File: src/rtl/riscv_uart_rx_if.sv
// ---------------------------------------------------------------------------
// riscv_uart_rx_if
// Byte delivery interface between the UART receive deserializer and the
// riscv_uart register block.
//
// Signals:
//   rx_data     receiver -> consumer  received byte held in the output register
//   rx_valid    receiver -> consumer  rx_data holds an unconsumed byte
//   rx_ready    consumer -> receiver  byte accepted when rx_valid && rx_ready
//   frame_err   receiver -> consumer  sticky: a stop bit was sampled low
//   overrun     receiver -> consumer  sticky: byte completed while rx_valid high
//   clr_status  consumer -> receiver  one-cycle pulse clearing the sticky flags
//   busy        receiver -> consumer  receive FSM is not idle
//   parity_err  receiver -> consumer  sticky parity mismatch (only when the
//                                     RISCV_UART_RX_PARITY_EN macro is defined)
//
// Modports: master = receiver side, slave = consumer side.
// ---------------------------------------------------------------------------
interface riscv_uart_rx_if;
    logic [7:0] rx_data;
    logic       rx_valid;
    logic       rx_ready;
    logic       frame_err;
    logic       overrun;
    logic       clr_status;
    logic       busy;
`ifdef RISCV_UART_RX_PARITY_EN
    logic       parity_err;

    modport master (
        output rx_data, rx_valid, frame_err, overrun, busy, parity_err,
        input  rx_ready, clr_status
    );

    modport slave (
        input  rx_data, rx_valid, frame_err, overrun, busy, parity_err,
        output rx_ready, clr_status
    );
`else
    modport master (
        output rx_data, rx_valid, frame_err, overrun, busy,
        input  rx_ready, clr_status
    );

    modport slave (
        input  rx_data, rx_valid, frame_err, overrun, busy,
        output rx_ready, clr_status
    );
`endif
endinterface

File: src/rtl/riscv_uart_rx.sv
// ---------------------------------------------------------------------------
// riscv_uart_rx
// Receive-side deserializer for the riscv_uart. Synchronizes the asynchronous
// rxd line, detects start bits, samples each bit at mid-bit and assembles
// 8N1 frames (8E1 style frame with a checked parity bit when the optional
// feature is built in). Completed bytes land in a one-entry holding register
// handed to the register block through a valid/ready handshake, together
// with sticky framing / overrun (and parity) status.
//
// Optional feature macro: RISCV_UART_RX_PARITY_EN
//   defined   -> a parity bit follows the data bits; a mismatch against even
//                parity of the data sets the sticky parity_err flag.
//   undefined -> plain 8N1, no parity state, no parity_err signal.
//
// Parameters:
//   SCALER       clock cycles per serial bit (>= 4)
//   SYNC_STAGES  flip-flops in the rxd synchronizer (>= 2)
//
// Ports:
//   clk    system clock
//   rst    asynchronous active-high reset
//   i_rxd  serial input, idle high, asynchronous to clk
//   bus    riscv_uart_rx_if.master: rx_data, rx_valid, rx_ready, frame_err,
//          overrun, clr_status, busy (and parity_err when enabled)
// ---------------------------------------------------------------------------
module riscv_uart_rx #(
    parameter int SCALER      = 2604,
    parameter int SYNC_STAGES = 2
) (
    input  logic                   clk,
    input  logic                   rst,
    input  logic                   i_rxd,
    riscv_uart_rx_if.master        bus
);

    localparam int CW = $clog2(SCALER);
    localparam logic [CW-1:0] HALF_LOAD = CW'(SCALER / 2 - 1);
    localparam logic [CW-1:0] FULL_LOAD = CW'(SCALER - 1);

    typedef enum logic [2:0] {
`ifdef RISCV_UART_RX_PARITY_EN
        S_PARITY    = 3'd3,
`endif
        S_IDLE      = 3'd0,
        S_START     = 3'd1,
        S_DATA      = 3'd2,
        S_STOP      = 3'd4,
        S_WAIT_IDLE = 3'd5
    } state_t;

    // Synchronizer and receive datapath
    logic [SYNC_STAGES-1:0] r_sync;
    logic                   w_rxs;
    state_t                 r_state;
    state_t                 w_stateNext;
    logic [CW-1:0]          r_cnt;
    logic [CW-1:0]          w_cntNext;
    logic [2:0]             r_bitIdx;
    logic [2:0]             w_bitIdxNext;
    logic [7:0]             r_shift;
    logic [7:0]             w_shiftNext;
    logic                   w_stopSample;
    logic                   w_stopBad;
    logic                   r_deliver;
    logic                   r_frameBad;

    // Output holding stage and sticky status
    logic [7:0]             r_rxData;
    logic                   r_rxValid;
    logic                   r_frameErr;
    logic                   r_overrun;
    logic                   w_overrunSet;
    logic                   w_frameSet;

`ifdef RISCV_UART_RX_PARITY_EN
    logic                   w_paritySample;
    logic                   w_parityMismatch;
    logic                   r_parityBad;
    logic                   r_parityErr;
    logic                   w_parityErrSet;
`endif

    // Preset to all-ones so reset looks like an idle line and never fakes a
    // start bit on the first cycles after reset.
    always_ff @(posedge clk or posedge rst) begin
        if (rst) begin
            r_sync <= '1;
        end else begin
            r_sync <= {r_sync[SYNC_STAGES-2:0], i_rxd};
        end
    end

    assign w_rxs = r_sync[SYNC_STAGES-1];

    // State register and receive datapath registers.
    always_ff @(posedge clk or posedge rst) begin
        if (rst) begin
            r_state    <= S_IDLE;
            r_cnt      <= '0;
            r_bitIdx   <= 3'd0;
            r_shift    <= 8'h00;
            r_deliver  <= 1'b0;
            r_frameBad <= 1'b0;
`ifdef RISCV_UART_RX_PARITY_EN
            r_parityBad <= 1'b0;
`endif
        end else begin
            r_state   <= w_stateNext;
            r_cnt     <= w_cntNext;
            r_bitIdx  <= w_bitIdxNext;
            r_shift   <= w_shiftNext;
            r_deliver <= w_stopSample;
            if (w_stopSample) begin
                r_frameBad <= w_stopBad;
            end
`ifdef RISCV_UART_RX_PARITY_EN
            if (w_paritySample) begin
                r_parityBad <= w_parityMismatch;
            end
`endif
        end
    end

    // Next-state logic. The baud counter free-runs down to zero inside a
    // state and is reloaded on every state change, so each sample point sits
    // a whole bit period after the previous one, starting from mid start bit.
    always_comb begin
        w_stateNext  = r_state;
        w_cntNext    = (r_cnt != '0) ? (r_cnt - 1'b1) : r_cnt;
        w_bitIdxNext = r_bitIdx;
        w_shiftNext  = r_shift;
        w_stopSample = 1'b0;
        w_stopBad    = 1'b0;
`ifdef RISCV_UART_RX_PARITY_EN
        w_paritySample   = 1'b0;
        w_parityMismatch = 1'b0;
`endif
        case (r_state)
            S_IDLE: begin
                w_cntNext = '0;
                if (!w_rxs) begin
                    w_stateNext = S_START;
                    w_cntNext   = HALF_LOAD;
                end
            end
            S_START: begin
                if (r_cnt == '0) begin
                    if (w_rxs) begin
                        // Line went back high before mid start bit: glitch.
                        w_stateNext = S_IDLE;
                        w_cntNext   = '0;
                    end else begin
                        w_stateNext  = S_DATA;
                        w_bitIdxNext = 3'd0;
                        w_cntNext    = FULL_LOAD;
                    end
                end
            end
            S_DATA: begin
                if (r_cnt == '0) begin
                    w_shiftNext = {w_rxs, r_shift[7:1]};
                    w_cntNext   = FULL_LOAD;
                    if (r_bitIdx == 3'd7) begin
`ifdef RISCV_UART_RX_PARITY_EN
                        w_stateNext = S_PARITY;
`else
                        w_stateNext = S_STOP;
`endif
                    end else begin
                        w_bitIdxNext = 3'(r_bitIdx + 3'd1);
                    end
                end
            end
`ifdef RISCV_UART_RX_PARITY_EN
            S_PARITY: begin
                if (r_cnt == '0) begin
                    w_paritySample   = 1'b1;
                    w_parityMismatch = (w_rxs != (^r_shift));
                    w_stateNext      = S_STOP;
                    w_cntNext        = FULL_LOAD;
                end
            end
`endif
            S_STOP: begin
                if (r_cnt == '0) begin
                    w_stopSample = 1'b1;
                    w_stopBad    = ~w_rxs;
                    w_stateNext  = S_WAIT_IDLE;
                    w_cntNext    = '0;
                end
            end
            S_WAIT_IDLE: begin
                // Hold off while the line is low so a break is one frame only.
                w_cntNext = '0;
                if (w_rxs) begin
                    w_stateNext = S_IDLE;
                end
            end
            default: begin
                w_stateNext = S_IDLE;
                w_cntNext   = '0;
            end
        endcase
    end

    // An overrun is only flagged when the held byte is not being consumed in
    // the same cycle the new byte arrives; a simultaneous consume is clean.
    assign w_overrunSet = r_deliver && r_rxValid && !bus.rx_ready;
    assign w_frameSet   = r_deliver && r_frameBad;
`ifdef RISCV_UART_RX_PARITY_EN
    assign w_parityErrSet = r_deliver && r_parityBad;
`endif

    // Holding register and sticky flags. Set events take priority over
    // clr_status; the newest byte always overwrites the held one.
    always_ff @(posedge clk or posedge rst) begin
        if (rst) begin
            r_rxData   <= 8'h00;
            r_rxValid  <= 1'b0;
            r_frameErr <= 1'b0;
            r_overrun  <= 1'b0;
`ifdef RISCV_UART_RX_PARITY_EN
            r_parityErr <= 1'b0;
`endif
        end else begin
            if (r_deliver) begin
                r_rxData  <= r_shift;
                r_rxValid <= 1'b1;
            end else if (r_rxValid && bus.rx_ready) begin
                r_rxValid <= 1'b0;
            end

            if (w_frameSet) begin
                r_frameErr <= 1'b1;
            end else if (bus.clr_status) begin
                r_frameErr <= 1'b0;
            end

            if (w_overrunSet) begin
                r_overrun <= 1'b1;
            end else if (bus.clr_status) begin
                r_overrun <= 1'b0;
            end

`ifdef RISCV_UART_RX_PARITY_EN
            if (w_parityErrSet) begin
                r_parityErr <= 1'b1;
            end else if (bus.clr_status) begin
                r_parityErr <= 1'b0;
            end
`endif
        end
    end

    assign bus.rx_data   = r_rxData;
    assign bus.rx_valid  = r_rxValid;
    assign bus.frame_err = r_frameErr;
    assign bus.overrun   = r_overrun;
    assign bus.busy      = (r_state != S_IDLE);
`ifdef RISCV_UART_RX_PARITY_EN
    assign bus.parity_err = r_parityErr;
`endif

endmodule

File: src/flat_wrapper.sv
// flat-port wrapper written by rule: the top's interface ports become plain ports
module riscv_uart_rx_flat 
#(
    parameter int SCALER      = 2604,
    parameter int SYNC_STAGES = 2
)
  (clk, rst, i_rxd, bus_rx_data, bus_rx_valid, bus_frame_err, bus_overrun, bus_busy, bus_rx_ready, bus_clr_status);
  riscv_uart_rx_if bus_i ();
  input  logic clk;
  input  logic rst;
  input  logic i_rxd;
  output wire logic [$bits(bus_i.rx_data)-1:0] bus_rx_data;
  output wire logic [$bits(bus_i.rx_valid)-1:0] bus_rx_valid;
  output wire logic [$bits(bus_i.frame_err)-1:0] bus_frame_err;
  output wire logic [$bits(bus_i.overrun)-1:0] bus_overrun;
  output wire logic [$bits(bus_i.busy)-1:0] bus_busy;
  input wire logic [$bits(bus_i.rx_ready)-1:0] bus_rx_ready;
  input wire logic [$bits(bus_i.clr_status)-1:0] bus_clr_status;
  assign bus_rx_data = bus_i.rx_data;
  assign bus_rx_valid = bus_i.rx_valid;
  assign bus_frame_err = bus_i.frame_err;
  assign bus_overrun = bus_i.overrun;
  assign bus_busy = bus_i.busy;
  assign bus_i.rx_ready = bus_rx_ready;
  assign bus_i.clr_status = bus_clr_status;
  riscv_uart_rx #(.SCALER(SCALER), .SYNC_STAGES(SYNC_STAGES)) u_core (.clk(clk), .rst(rst), .i_rxd(i_rxd), .bus(bus_i));
endmodule
File: config.mk
export PLATFORM = sky130hd
export DESIGN_NAME = riscv_uart_rx_flat
export DESIGN_NICKNAME = d
export VERILOG_FILES = /design/src/rtl/riscv_uart_rx_if.sv /design/src/rtl/riscv_uart_rx.sv /design/src/flat_wrapper.sv
export SDC_FILE = /design/constraint.sdc
export NUM_CORES = 1
export LEC_CHECK = 0
export ABC_CLOCK_PERIOD_IN_PS = 1800
export BUFFER_PORTS_ARGS = -buffer_cell sky130_fd_sc_hd__buf_2
export CAP_MARGIN = 25
export CORE_MARGIN = 4
export CORE_UTILIZATION = 25
export DETAILED_ROUTE_END_ITERATION = 8
export GPL_TIMING_DRIVEN = 0
export PLACE_DENSITY = 0.45
export SLEW_MARGIN = 20
export SYNTH_ARGS = -nofsm -noshare
export SYNTH_HDL_FRONTEND = slang
export SYNTH_SLANG_ARGS = --single-unit
File: constraint.sdc
create_clock -name clk -period 1.8 [get_ports clk]
set_clock_uncertainty 0.05 [all_clocks]
set_input_delay 0.18 -clock clk [delete_from_list [all_inputs] [get_ports clk]]
set_output_delay 0.18 -clock clk [all_outputs]
set_load 0.02 [all_outputs]
## Word level (Yosys, flattened, before mapping)

Index checks and enable logic that the tools add are counted.

- Add/sub/neg operators: 2
- Equality and inequality tests: 13
- Mux-type cells: 29
- Bitwise logic cells: 1
- Reduce and logical (&&, ||, !) cells: 16

Operators with widths:

| kind | count |
|---|---|
| two-way mux 12 bit | 5 |
| one-hot mux 12 bit (4 select lines) | 1 |
| two-way mux 3 bit | 10 |
| one-hot mux 3 bit (5 select lines) | 1 |
| zero test 12 bit | 1 |
| nonzero test 12 bit | 1 |
| subtractor 12 x 1 -> 12 bit (second input constant) | 1 |
| two-way mux 11 bit | 1 |
| inequality test 2 x 1 -> 1 bit (second input constant) | 5 |
| == test 3 bit (second input constant) | 3 |
| two-way mux 1 bit | 9 |
| nonzero test 2 bit | 4 |
| inequality test 2 bit (second input constant) | 3 |
| one-hot mux 3 bit (2 select lines) | 1 |
| AND reduction 6 bit | 1 |
| AND reduction 5 bit | 1 |
| logical AND 1 bit | 4 |
| adder 3 x 1 -> 3 bit (second input constant) | 1 |
| == test 3 x 1 -> 1 bit (second input constant) | 1 |
| == test 3 x 2 -> 1 bit (second input constant) | 1 |
| zero test 3 bit | 1 |
| nonzero test 3 bit | 1 |
| two-way mux 2 bit | 1 |
| AND reduction 2 bit | 1 |
| 2 further kinds | 2 |

- Register bits after elaboration: 41
- Input port bits: 5
- Output and inout bits: 12
- Word-level logic and storage cells: 72

## Depth between registers and ports, before layout

- Word-level depth: 4
- Mapped depth: 7
- Mapped depth without buffers: 6

## Least setup slack after synthesis

Ideal clock, no wire load.

- Path type: register to register
- Start point: register u_core.r_cnt[0]
- End point: register u_core.r_bitIdx[0]
- Arrival: 1.631 ns
- Required time: 1.625 ns
- Slack: -0.006 ns
- Stages on the path, launching flop included: 7
- Path buffers: 0
- Period minus slack after synthesis: 1.806 ns
- Cell sequence: dfrtp_1 -> inv_1 -> ha_1 -> nor3b_2 -> nand4_2 -> or3_4 -> mux2_4

- Longest elaborated chain between the ends: 3

RTL lines:

| item | RTL line | source |
|---|---|---|
| from (decl) | riscv_uart_rx.sv:56 | `logic [CW-1:0] r_cnt;` |
| from (signal assigned) | riscv_uart_rx.sv:109 | `r_cnt <= w_cntNext;` |
| zero test 12 bit (*) | riscv_uart_rx.sv:147, riscv_uart_rx.sv:160 |  |
| inequality test 2 x 1 -> 1 bit (no source line) | - |  |
| AND reduction 5 bit (no source line) (*) | - |  |
| to (signal assigned) | riscv_uart_rx.sv:110 | `r_bitIdx <= w_bitIdxNext;` |
| to (decl) | riscv_uart_rx.sv:58 | `logic [2:0] r_bitIdx;` |

Every way passes the cells marked *; elsewhere a longest branch is shown, timed or not.
A chain may end at the register's enable or synchronous reset.

## Worst setup path after layout

- Start point: register u_core.r_cnt[1]
- End point: register u_core.r_bitIdx[0]

The elaborated chain is that of the path after synthesis.

==> impl_metrics.ini <==
[critical_path]
cp.arrival_ns = 1.97
critPathLaunch = u_core.r_cnt[1]$_DFF_PP0_
r2r-start = u_core.r_cnt[1]$_DFF_PP0_
critPathCaptureType = flop
worstPathMaxFanout = 5
critPathKind = flop to flop
startpoint_type = flop
required_ns = 1.94

[power]
p_leak_nw = 1.102
ir_drop_mv = 0.3955
power.density_nw_per_um2 = 661.4

[timing]
period_share_pct = 101.9
rsz0062_at_grt = yes
worst_pin_slew_ns = 0.5570
period_minus_slack_ns = 1.834
fmax_mhz = 545.2
drv_slew = 0
fin_setup_tns_ns = -0.04362
slew_headroom_pct = 62.87
setup_viol = 3
finalHoldViolations = 0
layout_setup_ws_ns = -0.03410

[place]
pre_cts_slack_ns = -0.1369
dp_hpwl_mm = 2.603
gp_congestion = 0.7217
io_buffer_count = 16

[layout]
fill_cells = 747
syn_to_final_growth_pct = 27.09
seq_area_um2 = 1028
layout_common_cells = dfrtp_1, buf_2, mux2_2
antenna_cells = 0
drive_above_1_share_pct = 41.00
fin_nets = 208
multi_input_area_um2 = 912.1
layout_commonest_cell = dfrtp_1

[logic_synthesis]
netlist_area_um2 = 1912
yosysUniqueCellTypes = 44
ys_warn_count = 0
ys_seq_elements = 41
synth_top_area_share_pct = 51.05
avgSynthCellArea_um2 = 11.73
syn_nets = 172
async_flop_share_pct = 100.0
ys_seq_area_share_pct = 53.80
yosysTopAreaCell = dfrtp_1
synth-main-ff-cell = dfrtp_1
synth_edf_count = 0
syn_inst = 163
synth.top_cells.by_area = dfrtp_1, mux2_2, dfstp_2

[drt]
post-route-drc-count = 0
vias_per_cell = 4.415
wl_per_cell_um = 13.23
ant_nets = 0
wl_mm = 3.956
vias = 1320
first_pass_iters = 5
drtIter0Drc = 26

[flow_run]
cap_violations = 0

[clock_network]
cts_tree = yes
clk_latency_ns = 0.30
cts_max_path_buffers = 2
cts_root_buf = clkbuf_8
h-tree-depth = 2
cts_made_buffers = 5
clkSinkCount = 41
clk_pin_slew_ns = 0.09

[worst_hold_path]
worstHoldPathType = input port to flop
hp-start = bus_rx_ready

[global_route]
overflow = 0
grt_first_pass_wirelength_mm = 6.699
grt_max_degree = 33
antenna_found_initial = 0
grt_pass1_vias = 1357
track_usage_pct = 9.440

[die]
die_w_um = 95.45
initial_core_util_pct = 26.08
coreArea_um2 = 7331
io_pins = 17
row_count = 31
die_area_um2 = 9111
die_height_um = 95.45

[outcome]
violations = setup timing
status = complete, but fails checks
==> critical path, cell delays in order, from the launching register on <==
cell and delay [ns]:
dfrtp_1 0.40, inv_2 0.09, ha_4 0.12, nor3b_4 0.25, nand4_4 0.17, or3_4 0.38, mux2_4 0.26
==> synth_stat cells (2+ instances only) <==
cell type and instances:
inv_1 6, nand2_1 7, dfrtp_1 39, nor2b_1 2, a21oi_1 5, nor3_1 7
mux2_2 15, dfstp_2 2, nand3_1 3, ha_1 4, nor2_1 10, a211oi_1 2
o21ai_0 7, mux2_4 2, mux2i_1 2, a22o_1 3, or3b_1 2, xor2_1 2
or3_1 4, o21ai_1 2, o31ai_1 3, clkbuf_1 4, xnor2_1 6, buf_2 4
==> through the flow <==
stage          instance area (um2)  instances  power (mW)  hold slack [ns]  utilization (%)
2_1_floorplan                 1918        163      0.9635           0.1345                -
4_1_cts                       2331        297       1.636           0.1067            31.80
3_3_place_gp                  2122        278      0.9760           0.2364            28.95
6_report                      2430        299       1.607           0.1163            33.15
3_5_place_dp                  2142        279      0.9816          0.07958            29.22
5_1_grt                       2430        299       1.681           0.1388            33.15
==> area by class of cell <==
type	instances	area share, %
Clock inverter	3	1.030
Timing Repair Buffer	31	8.651
Buffer	6	1.390
Sequential cell	41	42.33
Clock buffer	5	2.832
Inverter	7	1.133
Multi-Input combinational cell	107	37.54
Tap cell	99	5.098
==> repair_timing <==
action | in CTS | in global routing
setup buffers | 8 | 4
setup endpoints to repair | 15 | 25
hold endpoints to repair | 10 | 0
pin swaps | 3 | 4
hold buffers | 2 | 0
resized for setup | 4 | 17
==> per-layer routing <==
layer	global-route usage, %	part of all wire, %	vias to the layer above
met4	3.555	1.5	0
met1	12.77	49	650
met3	2.762	3.1	6
met2	14.23	46	15
met5	0	0	-
li1	-	-	649
==> path summary, 6_finish.rpt <==
path	endpoint	slack (ns)	cells after the start
setup / recovery	u_core.r_bitIdx[0]$_DFFE_PP0P_	-0.03	6
hold / removal	u_core.bus.rx_valid$_DFFE_PP0P_	0.12	3
setup reg to reg	u_core.r_bitIdx[0]$_DFFE_PP0P_	-0.03	6
hold reg to reg	u_core.r_sync[1]$_DFF_PP1_	0.31	0
max in group asynchronous	u_core.r_sync[0]$_DFF_PP1_	0.89	4
min in group asynchronous	u_core.r_cnt[4]$_DFF_PP0_	0.29	3
==> kinds of logic after synthesis <==
kind of cell    Yosys count  synth area share [%]
compound gates           29                 9.883
xor+xnor                  8                 3.665
fa+ha+maj                 4                 2.618
buf+inv                  15                 3.272
flops                    41                 53.80
mux                      19                 11.45
simple gates             47                 15.31
==> sequential cells by signal (all words and copies together) (netlist names) <==
name                  cells
u_core.r_cnt             12
u_core.bus.rx_data        8
u_core.r_shift            8
u_core.r_bitIdx           3
u_core.r_state            3
u_core.r_sync             2
u_core.bus.frame_err      1
u_core.bus.overrun        1
u_core.bus.rx_valid       1
u_core.r_deliver          1
u_core.r_frameBad         1
==> where the power goes <==
group / switching [mW] / leakage, nW / total, mW / internal [mW]
clock: 0.359 / 0.0452 / 0.642 / 0.283
combinational: 0.0235 / 0.526 / 0.0364 / 0.0129
sequential: 0.00433 / 0.530 / 0.929 / 0.924
(Power assumes the default switching activity.)
